$ cat config.mk
export PLATFORM = sky130hd
export DESIGN_NAME = mac_seq_divider
export DESIGN_NICKNAME = d
export VERILOG_FILES = /design/src/rtl/mac_seq_divider.sv
export SDC_FILE = /design/constraint.sdc
export NUM_CORES = 1
export LEC_CHECK = 0
export CAP_MARGIN = 15
export CORE_ASPECT_RATIO = 1.5
export CORE_MARGIN = 3
export CORE_UTILIZATION = 53
export DETAILED_ROUTE_END_ITERATION = 12
export HOLD_SLACK_MARGIN = 0.1
export PLACE_DENSITY = 0.78
export SYNTH_ARGS = -nofsm -noshare
export SYNTH_HDL_FRONTEND = slang
export SYNTH_SLANG_ARGS = --single-unit
$ cat constraint.sdc
create_clock -name clk -period 3.4 [get_ports clk]
set_input_delay 0.51 -clock clk [delete_from_list [all_inputs] [get_ports clk]]
set_output_delay 0.51 -clock clk [all_outputs]
set_load 0.02 [all_outputs]
$ cat src/rtl/mac_seq_divider.sv
// Sequential restoring divider for MAC accumulator results: DW-bit dividend / VW-bit divisor,
// one quotient bit per clock, start/busy/done handshake with registered outputs.
module mac_seq_divider #(
    parameter int DW = 10,
    parameter int VW = 4
) (
    input  logic          clk,
    input  logic          rst,
    input  logic          start,
    input  logic [DW-1:0] dividend,
    input  logic [VW-1:0] divisor,
    output logic          busy,
    output logic          done,
    output logic [DW-1:0] quotient,
    output logic [VW-1:0] remainder,
    output logic          div_by_zero
);

    localparam int CW = (DW > 1) ? $clog2(DW) : 1;

    typedef enum logic [1:0] {IDLE, RUN, DONE} state_t;

    state_t        state, state_nxt;
    logic [DW-1:0] dvd;
    logic [VW-1:0] dvs;
    logic [VW:0]   pr;
    logic [DW-1:0] q;
    logic [CW-1:0] count;

    logic          accept, dz, last, ge;
    logic [VW:0]   pr_sh, pr_nxt;
    logic [DW-1:0] q_nxt;

    // A new request is taken in IDLE and in the DONE cycle, so back-to-back runs lose no cycle.
    assign accept = start && (state != RUN);
    assign dz     = (dvs == '0);
    assign last   = (count == '0);

    // One restoring step; pr is one bit wider than the divisor so the compare never overflows.
    assign pr_sh  = {pr[VW-1:0], dvd[count]};
    assign ge     = (pr_sh >= {1'b0, dvs});
    assign pr_nxt = ge ? (pr_sh - {1'b0, dvs}) : pr_sh;
    assign q_nxt  = {q[DW-2:0], ge};

    always_ff @(posedge clk or negedge rst) begin
        if (!rst) state <= IDLE;
        else      state <= state_nxt;
    end

    always_comb begin
        state_nxt = state;
        case (state)
            IDLE:    if (accept) state_nxt = RUN;
            RUN:     if (dz || last) state_nxt = DONE;
            DONE:    state_nxt = accept ? RUN : IDLE;
            default: state_nxt = IDLE;
        endcase
    end

    always_ff @(posedge clk or negedge rst) begin
        if (!rst) begin
            dvd         <= '0;
            dvs         <= '0;
            pr          <= '0;
            q           <= '0;
            count       <= '0;
            busy        <= 1'b0;
            done        <= 1'b0;
            quotient    <= '0;
            remainder   <= '0;
            div_by_zero <= 1'b0;
        end else if (accept) begin
            dvd         <= dividend;
            dvs         <= divisor;
            pr          <= '0;
            q           <= '0;
            count       <= CW'(DW - 1);
            busy        <= 1'b1;
            done        <= 1'b0;
            div_by_zero <= 1'b0;
        end else if (state == RUN) begin
            if (dz) begin
                busy        <= 1'b0;
                done        <= 1'b1;
                quotient    <= '1;
                remainder   <= '0;
                div_by_zero <= 1'b1;
            end else begin
                pr    <= pr_nxt;
                q     <= q_nxt;
                count <= count - CW'(1);
                if (last) begin
                    busy      <= 1'b0;
                    done      <= 1'b1;
                    quotient  <= q_nxt;
                    remainder <= pr_nxt[VW-1:0];
                end
            end
        end else begin
            done <= 1'b0;
        end
    end

endmodule

==> flow_metrics.env, run 1 <==
export IMPL_clk_latency_ns=0.30
export IMPL_max_freq_mhz=355
export IMPL_grt_max_degree=51
export IMPL_wirelength_um=4530
export IMPL_die_h_um=86.8
export IMPL_worst_ir_drop_vdd_mv=0.613
export IMPL_arrival_ns=3.01
export IMPL_synthToLayoutAreaGrowth_pct=19.6
export IMPL_hpwl_um=3160
export IMPL_cts_tree="yes"
export IMPL_cts_buffers=5
export IMPL_viasPerCell=5.89
export IMPL_die_area_mm2=0.00519
export IMPL_die_x_um=59.8
export IMPL_slew_headroom_pct=40.6
export IMPL_clkSlewWorstSetupHoldPaths_ns=0.09
export IMPL_setup_violations=0
export IMPL_required_ns=3.59
export IMPL_cap_violations=0
export IMPL_slowest_stage="dfrtp_1"
export IMPL_clock_tree_root_cell="clkbuf_8"
export IMPL_grt_ovfl_total=0
export IMPL_grt_pass1_vias=1725
export IMPL_r2r_slack_ns=0.59
export IMPL_core_mm2=0.00406
export IMPL_timing_rr_end="remainder[2]"
export IMPL_cts_sinks=50
export IMPL_p_leak_uw=0.00117
export IMPL_routedWlPerCell_um=15.7
export IMPL_fin_worst_skew_ns=0.0110
export IMPL_htreeDepth=2
export IMPL_io_buffers=33
export IMPL_worstHoldStart="div_by_zero"
export IMPL_rows=28
export IMPL_grt_use_total_pct=20.2
export IMPL_min_path_cells=2
export IMPL_vias=1695
export IMPL_num_antenna_cells=0
export IMPL_fin_util_pct=67.8
export IMPL_syn_inst=209
export IMPL_synthFlopType="dfrtp_1"
export IMPL_worstMarginPinSlew_ns=0.888
export IMPL_postRouteAntennaNets=0
export IMPL_fin_area_mm2=0.00276
export IMPL_drive_gt1_share_pct=12.8
export IMPL_worstSetupStartpointType="flip-flop"
export IMPL_clock_path_buffers=2
export IMPL_drtPass1Iterations=5
export IMPL_worst_setup_path_end_kind="flip-flop"
export IMPL_path_max_fanout=7
export IMPL_min_to="div_by_zero"
export IMPL_hold_violations=0
export IMPL_hold_class="flip-flop to flip-flop"
export IMPL_final_nets=265
export IMPL_pin_count=34
export IMPL_synth_avg_cell_area_um2=11.0
export IMPL_cp_startpoint="count[0]"
export IMPL_worst_path_stages=9
export IMPL_dpl_cell_area_mm2=0.00264
export IMPL_reg2reg_depth=9
export IMPL_r2r_start="count[0]"
export IMPL_grt_pass1_wl_um=7990
export IMPL_yosys_warnings=0
export IMPL_min_period_ns=2.81
export IMPL_power_density_mw_per_mm2=995
export IMPL_p_total_uw=2740
export IMPL_period_share_pct=82.8
export IMPL_cts_resized_gates=0
export IMPL_synth_edf_count=0
export IMPL_antenna_found_initial=0
export IMPL_drv_slew=0
export IMPL_crit_chain="mux2_2, a31o_2, o21ai_0, ha_1, inv_1, fa_1, xnor2_1, a211oi_1, a311o_1"
export IMPL_critPathTopFamily="compound AO/OA/AOI/OAI gates"
export IMPL_ys_types=47
export IMPL_drtIter0Drc=69
export IMPL_synth_nets=232
export IMPL_rsz0062_at_grt="false"
export IMPL_tns_ns=0
export IMPL_critPathMaxStageDelay_ns=0.46
export IMPL_place_congestion=0.782
export IMPL_drcViolationCount=0
export IMPL_status="complete, no violations"
export IMPL_crit_type="flip-flop to flip-flop"
export IMPL_ys_ff_latch=50
export IMPL_initial_core_util_pct=56.7
export IMPL_syn_cell_area_mm2=0.00230
export IMPL_path_buf_inv=1
export IMPL_async_flop_share_pct=100
export IMPL_synth_seq_area_share_pct=54.3
-- worst register-to-register path, stage by stage, from the launching register on --
cell,delay [ns]
dfrtp_1,0.46
mux2_2,0.36
a31o_2,0.23
o21ai_0,0.38
ha_1,0.25
inv_1,0.05
fa_1,0.37
xnor2_1,0.22
a211oi_1,0.08
a311o_1,0.32
-- worst max-delay path by stage --
stage | end | slack, ns
3_3_place_gp | remainder[2] | 0.68
3_5_place_dp | remainder[2] | 0.59
4_1_cts | remainder[2] | 0.59
5_1_grt | remainder[2] | 0.43
6_report | remainder[2] | 0.59
2_1_floorplan | remainder[2] | 0.88
-- cell type report --
cell class	count	area, um^2
Clock inverter	1	5.00
Multi-Input combinational cell	140	961
Sequential cell	50	1250
Tap cell	45	56.3
Fill cell	331	1310
Clock buffer	7	86.3
Timing Repair Buffer	36	363
Inverter	9	33.8
-- synth_stat cells, types with 2 or more instances --
library cell  instances  share of area, %
ha_1                  5               2.7
mux2i_1               4               1.7
nor3_1                5               1.1
dfrtp_1              50                54
a211o_1               2              0.76
a21oi_1               3              0.65
o211ai_1              4               1.3
nand3b_1              2              0.65
nor2_1                4              0.65
nand4_1               4               1.1
clkbuf_1              2              0.33
o21a_1                2              0.65
or2_2                 2              0.54
nand3_1              19               4.1
buf_2                 5               1.1
inv_1                 9               1.5
o22a_1                9               3.4
o21ai_0               8               1.7
xor2_1                2              0.76
buf_4                 2              0.65
nand2b_1              2              0.54
nand2_1              28               4.6
mux2_2               12               5.9
-- flip-flops by register name, summed over array words and instances, names as in the netlist --
register,flops
busy,1
done,1
remainder,4
state,2
count,4
quotient,10
dvd,10
div_by_zero,1
dvs,4
pr,4
q,9
-- through the flow --
step / std cells / hold slack [ns] / worst slack (ns)
floorplan: 209 / 0.214 / 0.879
detailed placement: 278 / 0.469 / 0.594
global placement: 278 / 0.461 / 0.676
finish: 288 / 0.482 / 0.585
CTS: 286 / 0.436 / 0.590
global route: 288 / 0.507 / 0.428
-- cell families (layout without fill, tap and decap cells) --
logic type,count (synthesis),after routing,synth area share [%]
XOR/XNOR,3,3,1.14
multiplexers,16,16,7.60
buffers and inverters,19,53,4.02
flip-flops,50,50,54.3
AND/OR/NAND/NOR,77,77,17.2
adder cells (fa/ha/maj),6,6,3.58
AO/OA/AOI/OAI,38,38,12.2
-- where the power goes --
group	internal [uW]	switching, uW	total (uW)
logic	592	741	1330
clock network	164	185	350
registers	856	204	1060
total	1610	1130	2740
-- placed cells by master (no fill, tap or decap), drive strengths merged, types with 2 or more instances in the layout --
cell and count:
a31o 2, nand3b 2, clkdlybuf4s50 32, o21ai 9, buf 3, or2 2, o22a 9, xor2 2
a211o 2, and2 2, nand4 4, nor2 5, o211ai 4, dfrtp 50, nand2 29, mux2i 4
inv 9, nor4 2, nand3 20, clkbuf 7, mux2 12, ha 5, a21oi 3, nor3 5
o21a 2, nand2b 2
-- what timing repair did --
action	in CTS	in global routing
buffers inserted	0	0
hold buffers	0	1
hold endpoints to repair	0	11
-- per-layer routing --
layer  vias to the layer above  GRT usage [%]  share of wire (%)
li1                        811              -                  -
met1                       843           25.5                 41
met2                        32           33.4                 53
met3                         9           3.73                3.3
met4                         0           8.67                2.3
met5                         -              0                  0
(Power assumes the default switching activity.)
==> run 2: changes to the inputs <==
--- a/config.mk
+++ b/config.mk
@@ -8,10 +8,10 @@
 export CAP_MARGIN = 15
 export CORE_ASPECT_RATIO = 1.5
 export CORE_MARGIN = 3
-export CORE_UTILIZATION = 53
+export CORE_UTILIZATION = 48
 export DETAILED_ROUTE_END_ITERATION = 12
 export HOLD_SLACK_MARGIN = 0.1
-export PLACE_DENSITY = 0.78
+export PLACE_DENSITY = 0.75
 export SYNTH_ARGS = -nofsm -noshare
 export SYNTH_HDL_FRONTEND = slang
 export SYNTH_SLANG_ARGS = --single-unit
==> constraint.sdc (replaced) <==
create_clock -name clk -period 2.4 [get_ports clk]
set_input_delay 0.36 -clock clk [delete_from_list [all_inputs] [get_ports clk]]
set_output_delay 0.36 -clock clk [all_outputs]
set_load 0.02 [all_outputs]
==> flow_metrics.env, run 2 (synthesis gave the netlist of run 1 again) <==
export IMPL_drtIter0Drc=145
export IMPL_required_ns=2.59
export IMPL_fin_ws_ns=0.0197
export IMPL_io_buffers=33
export IMPL_grt_ovfl_total=0
export IMPL_viasPerCell=5.60
export IMPL_swShare_pct=40.5
export IMPL_p_seq_share_pct=33.3
export IMPL_clk_latency_ns=0.30
export IMPL_fillerInstances=385
export IMPL_worstSetupStartpointType="flip-flop"
export IMPL_min_period_ns=2.38
export IMPL_worstMarginPinSlew_ns=0.941
export IMPL_antenna_found_initial=0
export IMPL_die_x_um=62.6
export IMPL_post_place_cells=304
export IMPL_hold_class="flip-flop to flip-flop"
export IMPL_power_density_mw_per_mm2=1520
export IMPL_fin_util_pct=64.6
export IMPL_fin_worst_skew_ns=0.00730
export IMPL_final_nets=275
export IMPL_num_antenna_cells=0
export IMPL_drv_slew=0
export IMPL_post_place_ws_ns=-0.0915
export IMPL_p_int_uw=2670
export IMPL_cts_sinks=50
export IMPL_cap_violations=0
export IMPL_hpwl_um=3330
export IMPL_grt_pass1_wl_um=8360
export IMPL_cts_tree="yes"
export IMPL_grt_max_degree=51
export IMPL_hold_ws_ns=0.486
export IMPL_layout_commonest_cell="dfrtp_1"
export IMPL_p_comb_share_pct=54.3
export IMPL_final_cell_mix="dfrtp_1, clkdlybuf4s50_1, nand2_1, nand3_1"
export IMPL_drtPass1Iterations=4
export IMPL_cts_buffers=5
export IMPL_pin_count=34
export IMPL_place_congestion=0.770
export IMPL_fin_cells=317
export IMPL_synthToLayoutAreaGrowth_pct=28.3
export IMPL_hold_violations=0
export IMPL_die_h_um=90.9
export IMPL_wirelength_um=4980
export IMPL_path_max_fanout=3
export IMPL_crit_type="flip-flop to flip-flop"
export IMPL_drive_gt1_share_pct=20.9
export IMPL_largest_registers="dvd (10), quotient (10), q (9)"
export IMPL_rsz0062_at_grt="true"
export IMPL_grt_use_total_pct=18.6
export IMPL_clkPwrFrac_pct=12.5
export IMPL_htreeDepth=2
export IMPL_worst_setup_path_end_kind="flip-flop"
export IMPL_core_mm2=0.00458
export IMPL_clock_tree_root_cell="clkbuf_8"
export IMPL_worst_ir_drop_vdd_mv=0.684
export IMPL_clock_path_buffers=2
export IMPL_setup_violations=0
export IMPL_max_freq_mhz=420
export IMPL_die_area_mm2=0.00569
export IMPL_postRouteAntennaNets=0
export IMPL_initial_core_util_pct=50.3
export IMPL_grt_pass1_vias=1871
export IMPL_slew_headroom_pct=37.0
export IMPL_routedWlPerCell_um=15.7
export IMPL_p_leak_uw=0.00125
export IMPL_drcViolationCount=0
export IMPL_tns_ns=0
export IMPL_rows=30
export IMPL_status="complete, no violations"
export IMPL_period_share_pct=99.2
export IMPL_p_switching_uw=1820
export IMPL_vias=1776
export IMPL_clkSlewWorstSetupHoldPaths_ns=0.09
export IMPL_arrival_ns=2.57
[run 2: final timing paths]
kind | end | slack (ns) | cells past startpoint | from
max in group asynchronous | dvd[5] | 1.61 | 3 | rst
hold / removal | div_by_zero | 0.49 | 2 | div_by_zero
setup / recovery | remainder[2] | 0.02 | 9 | count[0]
hold reg to reg | div_by_zero | 0.49 | 2 | div_by_zero
setup reg to reg | remainder[2] | 0.02 | 9 | count[0]
min in group asynchronous | quotient[0] | 0.57 | 3 | rst
[run 2: through the flow]
stage                     cell area [um^2]  power (uW)
after floorplan                       2310        2900
after global routing                  2960        4840
final                                 2960        4490
after detailed placement              2730        3570
after CTS                             2880        4240
after global placement                2730        3520
[run 2: power by group through the flow]
stage / sequential, uW / combinational, uW / clock, uW
floorplan: 1560 / 1340 / 0
global placement: 1490 / 2020 / 0
detailed placement: 1500 / 2070 / 0
CTS: 1490 / 2170 / 576
global route: 1550 / 2670 / 610
finish: 1490 / 2440 / 561
[run 2: final cells by class]
class	instances	area (um^2)	share of cell area [%]
Inverter	9	33.8	1.14
Timing Repair Buffer	46	438	14.8
Sequential cell	50	1250	42.3
Tap cell	64	80.1	2.71
Clock buffer	8	110	3.72
Multi-Input combinational cell	140	1040	35.3
[run 2: layer usage]
layer	vias to the layer above	routed length (um)	track usage, %
met4	0	159	10.5
met3	13	123	3.36
met1	892	2010	21.0
li1	834	-	-
met2	37	2690	32.4
met5	-	0	0
[run 2: worst max-delay path, cell delays in order (launching register included)]
cell and delay [ns]:
dfrtp_1 0.42, mux2_4 0.31, a31o_4 0.23, o21ai_4 0.18, ha_4 0.16, inv_2 0.04, fa_2 0.40, xnor2_2 0.21
a211oi_2 0.05, a311o_1 0.28
[run 2: timing repair]
action	CTS	global route
setup endpoints to repair	1	7
gates cloned	0	0
gates resized for setup	3	15
pin swaps	2	8
hold buffers	1	0
endpoints found under the hold margin	50	0
buffers inserted	2	2
